### src/rtl/vga_pkg.sv
// ---------------------------------------------------------------------------
// vga_pkg
//   Shared constants and helpers for the VGA digit display:
//   - 640x480@60Hz horizontal/vertical timing limits (pixel/line counts)
//   - seven-segment rectangle geometry for the single large digit
//   - 10-entry abcdefg segment lookup and a rectangle hit-test helper
// ---------------------------------------------------------------------------
package vga_pkg;

  localparam int CNT_W = 10;
  typedef logic [CNT_W-1:0] cnt_t;

  // Horizontal timing in pixels (counter runs 0..H_MAX)
  localparam cnt_t H_VISIBLE    = 10'd640;
  localparam cnt_t H_SYNC_START = 10'd656;
  localparam cnt_t H_SYNC_END   = 10'd751;
  localparam cnt_t H_MAX        = 10'd799;

  // Vertical timing in lines (counter runs 0..V_MAX)
  localparam cnt_t V_VISIBLE    = 10'd480;
  localparam cnt_t V_SYNC_START = 10'd490;
  localparam cnt_t V_SYNC_END   = 10'd491;
  localparam cnt_t V_MAX        = 10'd524;

  // Inclusive rectangle on the screen
  typedef struct packed {
    cnt_t x0;
    cnt_t x1;
    cnt_t y0;
    cnt_t y1;
  } rect_t;

  // Segment rectangles; index 6 = a ... index 0 = g, matching the
  // abcdefg bit order of seg_lut().
  localparam rect_t [6:0] SEG_RECT = '{
    rect_t'{10'd256, 10'd383, 10'd144, 10'd159},  // a
    rect_t'{10'd368, 10'd383, 10'd144, 10'd247},  // b
    rect_t'{10'd368, 10'd383, 10'd232, 10'd335},  // c
    rect_t'{10'd256, 10'd383, 10'd320, 10'd335},  // d
    rect_t'{10'd256, 10'd271, 10'd232, 10'd335},  // e
    rect_t'{10'd256, 10'd271, 10'd144, 10'd247},  // f
    rect_t'{10'd256, 10'd383, 10'd232, 10'd247}   // g
  };

  // Decimal digit -> abcdefg (bit 6 = a, 1 = lit)
  function automatic logic [6:0] seg_lut(input logic [3:0] digit);
    logic [6:0] segs;
    case (digit)
      4'd0:    segs = 7'b1111110;
      4'd1:    segs = 7'b0110000;
      4'd2:    segs = 7'b1101101;
      4'd3:    segs = 7'b1111001;
      4'd4:    segs = 7'b0110011;
      4'd5:    segs = 7'b1011011;
      4'd6:    segs = 7'b1011111;
      4'd7:    segs = 7'b1110000;
      4'd8:    segs = 7'b1111111;
      4'd9:    segs = 7'b1111011;
      default: segs = 7'b0000000;
    endcase
    return segs;
  endfunction

  function automatic logic in_rect(input cnt_t x, input cnt_t y, input rect_t r);
    return (x >= r.x0) && (x <= r.x1) && (y >= r.y0) && (y <= r.y1);
  endfunction

endpackage

### src/rtl/vga_timing_gen.sv
// ---------------------------------------------------------------------------
// vga_timing_gen
//   Pixel-enable divider plus 800x525 horizontal/vertical counters.
//   Sync, visible and frame_end outputs are combinational decodes of the
//   current counter values; the caller registers them on pix_en.
// Parameters
//   CLK_DIV      system clocks per pixel
// Ports
//   clk_i        system clock
//   rst_i        asynchronous active-high reset
//   pix_en_o     one-clk pulse every CLK_DIV clocks
//   hcnt_o       current pixel column 0..799
//   vcnt_o       current line 0..524
//   hsync_o      active-low horizontal sync decode of hcnt
//   vsync_o      active-low vertical sync decode of vcnt
//   visible_o    hcnt/vcnt inside the 640x480 active area
//   frame_end_o  pix_en on the last pixel of the frame
// ---------------------------------------------------------------------------
module vga_timing_gen
  import vga_pkg::*;
#(
  parameter int CLK_DIV = 4
) (
  input  logic       clk_i,
  input  logic       rst_i,
  output logic       pix_en_o,
  output cnt_t       hcnt_o,
  output cnt_t       vcnt_o,
  output logic       hsync_o,
  output logic       vsync_o,
  output logic       visible_o,
  output logic       frame_end_o
);

  // A one-bit divider still works for CLK_DIV == 1: it stays at 0 and
  // pix_en is permanently high.
  localparam int DIV_W = (CLK_DIV > 1) ? $clog2(CLK_DIV) : 1;

  logic [DIV_W-1:0] div_q, div_d;
  cnt_t             hcnt_q, hcnt_d;
  cnt_t             vcnt_q, vcnt_d;
  logic             pix_en;

  assign pix_en = (div_q == DIV_W'(CLK_DIV - 1));

  always_comb begin
    div_d  = div_q + 1'b1;
    hcnt_d = hcnt_q;
    vcnt_d = vcnt_q;
    if (pix_en) begin
      div_d = '0;
      if (hcnt_q == H_MAX) begin
        hcnt_d = '0;
        vcnt_d = (vcnt_q == V_MAX) ? '0 : vcnt_q + 1'b1;
      end else begin
        hcnt_d = hcnt_q + 1'b1;
      end
    end
  end

  always_ff @(posedge clk_i or posedge rst_i) begin
    if (rst_i) begin
      div_q  <= '0;
      hcnt_q <= '0;
      vcnt_q <= '0;
    end else begin
      div_q  <= div_d;
      hcnt_q <= hcnt_d;
      vcnt_q <= vcnt_d;
    end
  end

  assign pix_en_o    = pix_en;
  assign hcnt_o      = hcnt_q;
  assign vcnt_o      = vcnt_q;
  assign hsync_o     = !((hcnt_q >= H_SYNC_START) && (hcnt_q <= H_SYNC_END));
  assign vsync_o     = !((vcnt_q >= V_SYNC_START) && (vcnt_q <= V_SYNC_END));
  assign visible_o   = (hcnt_q < H_VISIBLE) && (vcnt_q < V_VISIBLE);
  assign frame_end_o = pix_en && (hcnt_q == H_MAX) && (vcnt_q == V_MAX);

endmodule

### src/rtl/vga_digit_display_core.sv
// ---------------------------------------------------------------------------
// vga_digit_display_core
//   640x480@60Hz VGA generator drawing one large seven-segment decimal digit
//   centred on a black screen. The digit counts 0..9, stepping once every
//   DIGIT_FRAMES frames, always at a frame boundary.
// Parameters
//   CLK_DIV       system clocks per pixel (100 MHz -> 25 MHz pixel rate)
//   DIGIT_FRAMES  frames per digit step
//   FG_RGB        {R,G,B} colour of lit segments
// Build option
//   VGA_BORDER_EN  when defined, the outermost visible row/column on every
//                  side is drawn white, over the top of the digit.
// Ports
//   clk    system clock
//   reset  asynchronous active-high reset
//   hSync  horizontal sync, active low, registered
//   vSync  vertical sync, active low, registered
//   R/G/B  1-bit colour outputs, registered
// All outputs lag the pixel counters by one pixel period.
// ---------------------------------------------------------------------------
module vga_digit_display_core
  import vga_pkg::*;
#(
  parameter int         CLK_DIV      = 4,
  parameter int         DIGIT_FRAMES = 60,
  parameter logic [2:0] FG_RGB       = 3'b010
) (
  input  logic clk,
  input  logic reset,
  output logic hSync,
  output logic vSync,
  output logic R,
  output logic G,
  output logic B
);

  localparam int FRAME_W = (DIGIT_FRAMES > 1) ? $clog2(DIGIT_FRAMES) : 1;

  logic       pix_en;
  cnt_t       hcnt, vcnt;
  logic       hsync_dec, vsync_dec, visible, frame_end;

  logic [FRAME_W-1:0] frame_q, frame_d;
  logic [3:0]         digit_q, digit_d;
  logic               hsync_q, hsync_d;
  logic               vsync_q, vsync_d;
  logic [2:0]         rgb_q, rgb_d;

  logic [6:0] seg_hit;
  logic       lit;
  logic [2:0] pix_rgb;

  vga_timing_gen #(
    .CLK_DIV (CLK_DIV)
  ) u_timing (
    .clk_i       (clk),
    .rst_i       (reset),
    .pix_en_o    (pix_en),
    .hcnt_o      (hcnt),
    .vcnt_o      (vcnt),
    .hsync_o     (hsync_dec),
    .vsync_o     (vsync_dec),
    .visible_o   (visible),
    .frame_end_o (frame_end)
  );

  // One hit bit per segment rectangle, abcdefg order
  for (genvar gi = 0; gi < 7; gi++) begin : g_seg
    assign seg_hit[gi] = in_rect(hcnt, vcnt, SEG_RECT[gi]);
  end

  assign lit = |(seg_hit & seg_lut(digit_q));

`ifdef VGA_BORDER_EN
  logic border;
  assign border = (hcnt == '0) || (hcnt == H_VISIBLE - 10'd1) ||
                  (vcnt == '0) || (vcnt == V_VISIBLE - 10'd1);
  assign pix_rgb = !visible ? 3'b000 :
                   border   ? 3'b111 :
                   lit      ? FG_RGB : 3'b000;
`else
  assign pix_rgb = (visible && lit) ? FG_RGB : 3'b000;
`endif

  // Digit only steps on the last pixel of a frame, so a frame never shows
  // a mix of two digits.
  always_comb begin
    frame_d = frame_q;
    digit_d = digit_q;
    if (frame_end) begin
      if (frame_q == FRAME_W'(DIGIT_FRAMES - 1)) begin
        frame_d = '0;
        digit_d = (digit_q == 4'd9) ? 4'd0 : digit_q + 4'd1;
      end else begin
        frame_d = frame_q + 1'b1;
      end
    end
  end

  always_comb begin
    hsync_d = hsync_q;
    vsync_d = vsync_q;
    rgb_d   = rgb_q;
    if (pix_en) begin
      hsync_d = hsync_dec;
      vsync_d = vsync_dec;
      rgb_d   = pix_rgb;
    end
  end

  always_ff @(posedge clk or posedge reset) begin
    if (reset) begin
      frame_q <= '0;
      digit_q <= '0;
      hsync_q <= 1'b1;
      vsync_q <= 1'b1;
      rgb_q   <= '0;
    end else begin
      frame_q <= frame_d;
      digit_q <= digit_d;
      hsync_q <= hsync_d;
      vsync_q <= vsync_d;
      rgb_q   <= rgb_d;
    end
  end

  assign hSync = hsync_q;
  assign vSync = vsync_q;
  assign R     = rgb_q[2];
  assign G     = rgb_q[1];
  assign B     = rgb_q[0];

endmodule

### config.mk
export PLATFORM = sky130hd
export DESIGN_NAME = vga_digit_display_core
export DESIGN_NICKNAME = d
export VERILOG_FILES = /design/src/rtl/vga_pkg.sv /design/src/rtl/vga_timing_gen.sv /design/src/rtl/vga_digit_display_core.sv
export SDC_FILE = /design/constraint.sdc
export NUM_CORES = 1
export LEC_CHECK = 0
export CAP_MARGIN = 20
export CORE_UTILIZATION = 55
export DETAILED_ROUTE_END_ITERATION = 6
export PLACE_DENSITY = 0.74
export SLEW_MARGIN = 10
export SYNTH_ARGS = -nofsm -noshare
export SYNTH_HDL_FRONTEND = slang
export SYNTH_HIERARCHICAL = 1
export SYNTH_SLANG_ARGS = --single-unit
### constraint.sdc
create_clock -name clk -period 3.5 [get_ports clk]
set_input_delay 0.875 -clock clk [delete_from_list [all_inputs] [get_ports clk]]
set_output_delay 0.875 -clock clk [all_outputs]
set_load 0.02 [all_outputs]
==> summary.txt, run 1 <==
Status
  – Status: complete, no violations

Logic synthesis
  – Synth Cell Area: 0.00222 mm²
  – Synth area leaders: dfrtp_1 37%, ha_1 6.8%, o21ai_0 4.5%
  – Proportion of netlist area held by the largest area contributor: 37.2%
  – Post-synthesis sequential area ratio: 39.6%
  – Ys async rst share: 100%
  – Count leader, synth: dfrtp_1
  – Yosys Warn Count: 6
  – Synth unique cells: 52
  – Post-Syn Area per Cell: 9.68 µm²
  – Synthesized flop and latch total: 35
  – Area leader, netlist: dfrtp_1
  – Post-Syn Instances: 229
  – Post-synth EDFFs: 0
  – Post-synth top cells: 33 x dfrtp_1, 20 x o21ai_0, 18 x nand2_1, 13 x inv_1, 13 x nor2_1
  – Commonest register cell after synthesis: dfrtp_1

Worst setup path
  – Startpoint types: flip-flop
  – CP Data Arrival Time: 3.03 ns
  – Setup crit end kind: flip-flop
  – Critical-path maximum fanout: 13
  – Critical path class: reg2reg
  – WP data required: 3.68 ns

Global routing
  – Global Route met3 Usage: 5.56%
  – M1 GR Usage: 29.5%
  – Met2 usage: 33.9%
  – Total grt overflow: 0
  – GR Util All Layers: 22.2%
  – Vias in the first global route: 1538
  – Gr busiest metal: met2
  – Antenna violations before repair: 0
  – Largest net degree at the start of global routing: 23
  – First-pass GRT wire length: 7.05 mm

Detailed routing
  – # DRC: 0
  – Via count: 1670
  – Drt pass-1 iters: 4
  – Antenna Violating Nets Remaining: 0
  – DR vias/cell: 5.92
  – WL/cell: 14.4 µm
  – Iter 0 DRT Violations: 121
  – Post-Route WL: 4.06 mm

Floorplan
  – Die area: 0.00429 mm²
  – Die extent in x: 65.5 µm
  – Rows: 22
  – Core area: 0.00377 mm²
  – Die Ht: 65.5 µm
  – Starting Density: 58.8%
  – IO Pins: 7

Power and ir drop
  – Pwr dens: 332 mW/mm²
  – Final Power: 786 µW
  – Peak supply drop: 217 µV
  – Combinational power share: 1.4%
  – Switching fraction of total power: 19.1%
  – Seq pwr share: 51.5%
  – Cell Int Power: 636 µW
  – Sw Pwr: 150 µW
  – Clock share of power: 47.1%
  – Leakage: 0.000983 µW

Finish
  – Layout cells sized above 1: 10.7%
  – Final Cell Area: 0.00237 mm²
  – Fillers: 307
  – Ant diodes: 0
  – Layout Nets: 247
  – Area delta synth->final: 6.88%

STA
  – Slew Limit Fails: 0
  – Crit path time final: 2.86 ns
  – Highest clock rate: 350 MHz
  – Fin. Hold Viols: 0
  – Worst Tran Pin Value: 0.838 ns
  – Max Clock Skew: 0.00803 ns
  – Rel. slew slack: 44.1%
  – Fin crit share: 81.6%
  – Setup Viol. Count Final: 0
  – RSZ-0062 raised after global routing: no
  – Setup TNS: 0 ns

Clock network
  – Worst-path clk slew: 0.07 ns
  – Setup Buffers After CTS: 0
  – TritonCTS Buffers: 5
  – # resized after CTS: 0
  – Clock buffer depth: 2
  – H-tree Lvls: 2
  – CTS tree: done
  – Post-CTS Hold Buffers: 0
  – Root buffer cell: clkbuf_8
  – CTS Sinks: 35
  – Clock Latency Late Sink: 0.29 ns

Flow run
  – # Max-Cap Violations: 0

Min path
  – Hold Path Class: reg2reg

Place
  – Final GP Congestion: 0.823
  – Area after DPL: 0.00225 mm²
  – I/O Buffers: 4
  – Post-DP HPWL: 2.94 mm
[cell usage in the layout (no fill, tap or decap), drive strengths merged, types with 2 or more instances in the layout]
cell | synthesis | routed
dfrtp | 33 | 33
o21ai | 20 | 20
nand2b | 4 | 4
o211ai | 3 | 3
nand4 | 13 | 13
inv | 13 | 13
or3 | 3 | 3
clkdlybuf4s50 | 0 | 4
nor2b | 4 | 4
dfstp | 2 | 2
nand3 | 10 | 10
o31ai | 3 | 3
o22ai | 3 | 3
clkbuf | 2 | 6
a21boi | 2 | 2
and2 | 2 | 2
conb | 1 | 2
mux2 | 4 | 4
nor3 | 9 | 9
nand2 | 19 | 19
mux2i | 3 | 3
nor3b | 4 | 4
ha | 12 | 12
xor2 | 5 | 5
xnor2 | 5 | 5
a22o | 6 | 6
and3 | 3 | 3
nor2 | 13 | 13
a21oi | 4 | 4
o2111ai | 4 | 4
[critical path, cell delays in order (launching register included)]
cell     delay, ns
dfrtp_1       0.35
ha_1          0.40
and2_0        0.42
and4_1        0.39
and2_1        0.32
nand2_2       0.13
nor3_4        0.35
nand2_1       0.11
mux2_2        0.27
[per-layer routing]
metal  part of all wire (%)  wire, µm
met5                      0         0
met4                    2.2        89
met3                    4.2       170
met2                     45      1820
met1                     49      1980
[metrics by stage]
step,worst slack [ns],utilization [%],hold slack [ns],cells
3_5_place_dp,0.675,59.7,0.421,274
4_1_cts,0.656,62.8,0.430,282
3_3_place_gp,0.759,59.7,0.413,274
2_1_floorplan,1.09,-,0.403,230
5_1_grt,0.410,62.8,0.463,282
6_report,0.645,62.8,0.434,282
[registers in the layout, summed over array words and instances (netlist names)]
name             flops
u_timing/hcnt_o     10
u_timing/vcnt_o     10
frame_q              6
digit_q              4
u_timing/div_q       2
hSync                1
rgb_q                1
vSync                1
[power groups by stage]
stage	sequential, µW	combinational, µW	clock, µW
final	405	10.9	371
after global routing	404	13.3	400
after CTS	404	11.8	382
after detailed placement	412	11.8	0
after global placement	412	11.7	0
after floorplan	412	9.63	0
[area by class of cell]
| cell class | instances | area [µm²] | area share (%) |
|---|---|---|---|
| sequential | 35 | 878 | 37.1 |
| clock buffer | 6 | 82.6 | 3.48 |
| tap | 48 | 60.1 | 2.53 |
| inverter | 13 | 48.8 | 2.06 |
| multi-input combinational | 173 | 1220 | 51.4 |
| clock inverter | 2 | 35.0 | 1.48 |
| timing repair buffer | 5 | 47.5 | 2.01 |
[path summary, 6_finish.rpt]
kind / start / end / slack, ns / depth (start not counted)
min in group asynchronous: reset / frame_q[5]$_DFFE_PP0P_ / 0.94 / 2
max in group asynchronous: reset / u_timing/hcnt_o[9]$_DFFE_PP0P_ / 1.89 / 2
setup reg to reg: u_timing/div_q[0]$_DFF_PP0_ / digit_q[2]$_DFFE_PP0P_ / 0.64 / 8
hold reg to reg: u_timing/div_q[0]$_DFF_PP0_ / u_timing/div_q[0]$_DFF_PP0_ / 0.43 / 1
hold / removal: u_timing/div_q[0]$_DFF_PP0_ / u_timing/div_q[0]$_DFF_PP0_ / 0.43 / 1
setup / recovery: u_timing/div_q[0]$_DFF_PP0_ / digit_q[2]$_DFFE_PP0P_ / 0.64 / 8
[logic make-up after synthesis]
group | Yosys count | share of synthesized area [%]
simple gates | 91 | 24.9
other cells | 1 | 0.169
fa+ha+maj | 12 | 6.77
compound gates | 51 | 15.6
flops | 35 | 39.6
buf+inv | 22 | 5.64
mux | 7 | 3.39
xor+xnor | 10 | 3.95
Note: power is estimated with default switching activity, not from simulation.
==> run 2: changes to the inputs <==
==> constraint.sdc (replaced) <==
create_clock -name clk -period 2.7 [get_ports clk]
set_input_delay 0.675 -clock clk [delete_from_list [all_inputs] [get_ports clk]]
set_output_delay 0.675 -clock clk [all_outputs]
set_load 0.02 [all_outputs]
==> summary.txt, run 2 (synthesized netlist as in run 1, its figures left out) <==
Min path
  – Hold depth: 1
  – Hold Path Class: reg2reg

Global routing
  – Total grt overflow: 0
  – Largest net degree at the start of global routing: 23
  – GR Util All Layers: 23.1%
  – Vias in the first global route: 1589
  – First-pass GRT wire length: 7.32 mm
  – Antenna violations before repair: 0

STA
  – Setup slack after layout: 0.267 ns
  – Crit path time final: 2.43 ns
  – Setup TNS: 0 ns
  – Max Clock Skew: 0.00477 ns
  – Fin. Hold Viols: 0
  – Setup Viol. Count Final: 0
  – RSZ-0062 raised after global routing: no
  – Rel. slew slack: 66.4%
  – Worst Tran Pin Value: 0.503 ns
  – Slew Limit Fails: 0
  – Fin crit share: 90.1%
  – Highest clock rate: 411 MHz

Floorplan
  – IO Pins: 7
  – Die area: 0.00429 mm²
  – Die Ht: 65.5 µm
  – Die extent in x: 65.5 µm
  – Starting Density: 58.8%
  – Rows: 22
  – Core area: 0.00377 mm²

Worst setup path
  – RR Startpoint: u_timing/hcnt_o[5]$_DFFE_PP0P_
  – CP Data Arrival Time: 2.61 ns
  – R2R depth: 7
  – Setup crit end kind: flip-flop
  – Setup crit start: u_timing/hcnt_o[5]$_DFFE_PP0P_
  – Critical path class: reg2reg
  – Worst Setup EP: digit_q[2]$_DFFE_PP0P_
  – Worst flop-to-flop path endpoint: digit_q[2]$_DFFE_PP0P_
  – WP data required: 2.87 ns
  – Critical-path maximum fanout: 10
  – Critical path's slowest cell: dfrtp_1
  – Worst-path cell chain: nor4b_4, and4_1, and2_1, nand2_2, nor3_4, nand2_1, mux2_2
  – CP max stage delay: 0.50 ns
  – Crit path max-delay family: simple AND/OR/NAND/NOR gates
  – Worst path bufs/invs: 0
  – Flop-to-flop setup slack: 0.27 ns
  – Startpoint types: flip-flop
  – Worst path depth: 7

Clock network
  – Clock buffer depth: 2
  – H-tree Lvls: 2
  – Setup Buffers After CTS: 0
  – CTS tree: done
  – Clock Latency Late Sink: 0.29 ns
  – Post-CTS Hold Buffers: 0
  – TritonCTS Buffers: 5
  – Root buffer cell: clkbuf_8
  – # resized after CTS: 0
  – Worst-path clk slew: 0.07 ns
  – CTS Sinks: 35

Detailed routing
  – Drt pass-1 iters: 4
  – Iter 0 DRT Violations: 162
  – Antenna Violating Nets Remaining: 0
  – Post-Route WL: 4.22 mm
  – # DRC: 0
  – WL/cell: 14.7 µm
  – DR vias/cell: 5.89
  – Via count: 1696

Place
  – I/O Buffers: 4
  – Post-Place Worst Slack: 0.294 ns
  – Area after DPL: 0.00230 mm²
  – Post-DP HPWL: 3.06 mm
  – Final GP Congestion: 0.832

Power and ir drop
  – Peak supply drop: 255 µV
  – Pwr dens: 383 mW/mm²
  – Leakage: 0.000995 µW

Flow run
  – # Max-Cap Violations: 0

Finish
  – Layout cells sized above 1: 12.5%
  – Area delta synth->final: 7.45%
  – Layout Nets: 253
  – Commonest non-fill, non-tap cell in the layout: dfrtp_1
  – Most frequent cells in the layout: 33 x dfrtp_1, 20 x o21ai_0, 18 x nand2_1
  – Final Cell Area: 0.00238 mm²
  – Ant diodes: 0

Status
  – Status: complete, no violations
-- run 2: cell count changes in the layout (fill, tap and decap cells not counted), sizes merged --
| cell | before | now |
|---|---|---|
| buf | 1 | 7 |
| bufinv | 1 | 0 |
| clkinvlp | 0 | 1 |
-- run 2: power breakdown --
group | leakage (µW) | internal [µW] | switching [µW] | total (µW)
sequential | 0.000468 | 524 | 0 | 524
combinational | 0.000486 | 2.44 | 12.7 | 15.1
clock | 0.0000412 | 180 | 192 | 372
-- run 2: worst min-delay path by stage --
stage	startpoint	endpoint
after CTS	u_timing/div_q[0]$_DFF_PP0_	u_timing/div_q[0]$_DFF_PP0_
after global placement	u_timing/div_q[0]$_DFF_PP0_	u_timing/div_q[0]$_DFF_PP0_
after detailed placement	u_timing/div_q[0]$_DFF_PP0_	u_timing/div_q[0]$_DFF_PP0_
after global routing	u_timing/div_q[0]$_DFF_PP0_	u_timing/div_q[0]$_DFF_PP0_
final	u_timing/div_q[0]$_DFF_PP0_	u_timing/div_q[0]$_DFF_PP0_
after floorplan	u_timing/div_q[0]$_DFF_PP0_	u_timing/div_q[0]$_DFF_PP0_
-- run 2: area by class of cell --
class                   count  area, µm²
clock buffers               6       72.6
clock inverters             2       12.5
fillers                   328       1390
inverters                  13       48.8
multi-input cells         173       1220
flip-flops and latches     35        878
well taps                  48       60.1
repair buffers             11       92.6
-- run 2: layer usage --
layer	track usage, %	share of wire (%)	vias to the layer above
li1	-	-	853
met1	30.6	49	811
met2	36.0	46	26
met3	4.69	3.4	6
met4	10.9	1.7	0
met5	0	0	-
-- run 2: per-stage QoR --
stage,util [%],hold WS [ns],std cells,power (µW)
2_1_floorplan,-,0.403,230,547
3_3_place_gp,60.9,0.417,280,550
3_5_place_dp,60.9,0.439,280,550
4_1_cts,63.2,0.450,288,928
5_1_grt,63.2,0.460,288,952
6_report,63.2,0.446,288,912
==> run 3: changes to the inputs <==
--- a/config.mk
+++ b/config.mk
@@ -8,7 +8,7 @@
 export CAP_MARGIN = 20
 export CORE_UTILIZATION = 55
 export DETAILED_ROUTE_END_ITERATION = 6
-export PLACE_DENSITY = 0.74
+export PLACE_DENSITY = 0.82
 export SLEW_MARGIN = 10
 export SYNTH_ARGS = -nofsm -noshare
 export SYNTH_HDL_FRONTEND = slang
==> summary.txt, run 3 (synthesized netlist as in run 1, its figures left out) <==
Worst setup path
  – Startpoint types: flip-flop
  – Worst path bufs/invs: 0
  – WP data required: 2.93 ns
  – Setup crit end kind: flip-flop
  – CP max stage delay: 0.51 ns
  – Crit path max-delay family: simple AND/OR/NAND/NOR gates
  – Worst flop-to-flop path endpoint: digit_q[3]$_DFFE_PP0P_
  – RR Startpoint: u_timing/vcnt_o[5]$_DFFE_PP0P_
  – Critical path's slowest cell: dfrtp_1
  – R2R depth: 8
  – Critical path class: reg2reg
  – Worst-path cell chain: or3_1, nor4_4, and2_1, nand2_2, nor3_4, nand3_1, o21ai_0, a22o_1
  – CP Data Arrival Time: 2.62 ns
  – Critical-path maximum fanout: 12
  – Flop-to-flop setup slack: 0.31 ns

Detailed routing
  – WL/cell: 14.6 µm
  – Iter 0 DRT Violations: 134
  – # DRC: 0
  – DR vias/cell: 6.02
  – Antenna Violating Nets Remaining: 0
  – Drt pass-1 iters: 4
  – Via count: 1740
  – Post-Route WL: 4.21 mm

Clock network
  – Worst-path clk slew: 0.08 ns
  – Clock Latency Late Sink: 0.29 ns
  – # resized after CTS: 0
  – Setup Buffers After CTS: 0
  – TritonCTS Buffers: 5
  – CTS tree: done
  – CTS Sinks: 35
  – Clock buffer depth: 2
  – H-tree Lvls: 2
  – Post-CTS Hold Buffers: 0
  – Root buffer cell: clkbuf_8

STA
  – Highest clock rate: 418 MHz
  – WHS: 0.425 ns
  – Worst Tran Pin Value: 0.506 ns
  – Setup TNS: 0 ns
  – Slew Limit Fails: 0
  – Max Clock Skew: 0.00988 ns
  – Fin. Hold Viols: 0
  – Setup Viol. Count Final: 0
  – RSZ-0062 raised after global routing: no
  – Fin crit share: 88.6%
  – Rel. slew slack: 66.2%
  – Crit path time final: 2.39 ns

Floorplan
  – Core area: 0.00377 mm²
  – Die Ht: 65.5 µm
  – Die area: 0.00429 mm²
  – Starting Density: 58.8%
  – Die extent in x: 65.5 µm
  – Rows: 22
  – IO Pins: 7

Finish
  – Most frequent cells in the layout: 33 x dfrtp_1, 20 x o21ai_0, 18 x nand2_1
  – Layout cells sized above 1: 13.3%
  – Ant diodes: 0
  – Fillers: 300
  – Area delta synth->final: 9.25%
  – Layout Nets: 254
  – Commonest non-fill, non-tap cell in the layout: dfrtp_1

Global routing
  – GR Util All Layers: 22.7%
  – First-pass GRT wire length: 7.35 mm
  – Largest net degree at the start of global routing: 23
  – Vias in the first global route: 1590
  – Total grt overflow: 0
  – Antenna violations before repair: 0

Power and ir drop
  – Peak supply drop: 302 µV
  – Leakage: 0.00102 µW
  – Pwr dens: 425 mW/mm²

Status
  – Status: complete, no violations

Min path
  – Hold depth: 1
  – Hold Startpoint: u_timing/div_q[0]$_DFF_PP0_
  – Hold Path Class: reg2reg
  – Hold Path End: u_timing/div_q[0]$_DFF_PP0_

Flow run
  – # Max-Cap Violations: 0

Place
  – Final GP Congestion: 0.870
  – I/O Buffers: 4
  – Post-DP HPWL: 2.97 mm
run 3: changes by cell type in the layout (fill, tap and decap cells not counted):
cell	before	now
clkbuf_1	1	0
clkinvlp_4	1	0
buf_4	7	8
bufinv_16	0	1
clkbuf_8	5	6
run 3: worst reg2reg max path: stages, from the launching register on:
cell	delay, ns
dfrtp_1	0.51
or3_1	0.44
nor4_4	0.16
and2_1	0.30
nand2_2	0.13
nor3_4	0.35
nand3_1	0.11
o21ai_0	0.17
a22o_1	0.16
run 3: worst max-delay path by stage:
stage,start,end,cells after the start
global placement,u_timing/vcnt_o[5]$_DFFE_PP0P_,digit_q[2]$_DFFE_PP0P_,7
floorplan,u_timing/div_q[0]$_DFF_PP0_,digit_q[2]$_DFFE_PP0P_,10
finish,u_timing/vcnt_o[5]$_DFFE_PP0P_,digit_q[3]$_DFFE_PP0P_,8
CTS,u_timing/vcnt_o[5]$_DFFE_PP0P_,digit_q[3]$_DFFE_PP0P_,8
detailed placement,u_timing/vcnt_o[5]$_DFFE_PP0P_,digit_q[3]$_DFFE_PP0P_,8
global route,u_timing/vcnt_o[0]$_DFFE_PP0P_,digit_q[3]$_DFFE_PP0P_,10
run 3: final cells by class:
cell class,instances,area (µm²),share of cell area (%)
multi-input combinational,173,1220,50.3
sequential,35,878,36.3
timing repair buffer,12,100,4.13
clock buffer,6,82.6,3.41
tap,48,60.1,2.48
inverter,13,48.8,2.01
clock inverter,2,35.0,1.45
run 3: per-layer routing:
metal / wire length, µm / track usage [%] / part of all wire [%] / up-vias
met1: 2090 / 32.4 / 50 / 828
met2: 1890 / 33.1 / 45 / 45
li1: - / - / - / 857
met4: 86 / 8.97 / 2.0 / 0
met3: 152 / 5.21 / 3.6 / 10
met5: 0 / 0 / 0 / -
run 3: through the flow:
stage	power [µW]	instance area, µm²	utilization, %	cells	worst slack (ns)
detailed placement	550	2300	61.1	281	0.354
finish	1030	2420	64.2	289	0.308
global placement	550	2300	61.1	281	0.437
CTS	1040	2420	64.2	289	0.316
global route	1060	2420	64.2	289	0.0831
floorplan	547	2220	-	230	0.291
run 3: report_power, final:
group          switching, µW  leakage [µW]  internal (µW)
clock network            192     0.0000612            299
registers                  0      0.000468            524
logic                   12.7      0.000492           2.44
total                    205       0.00102            825
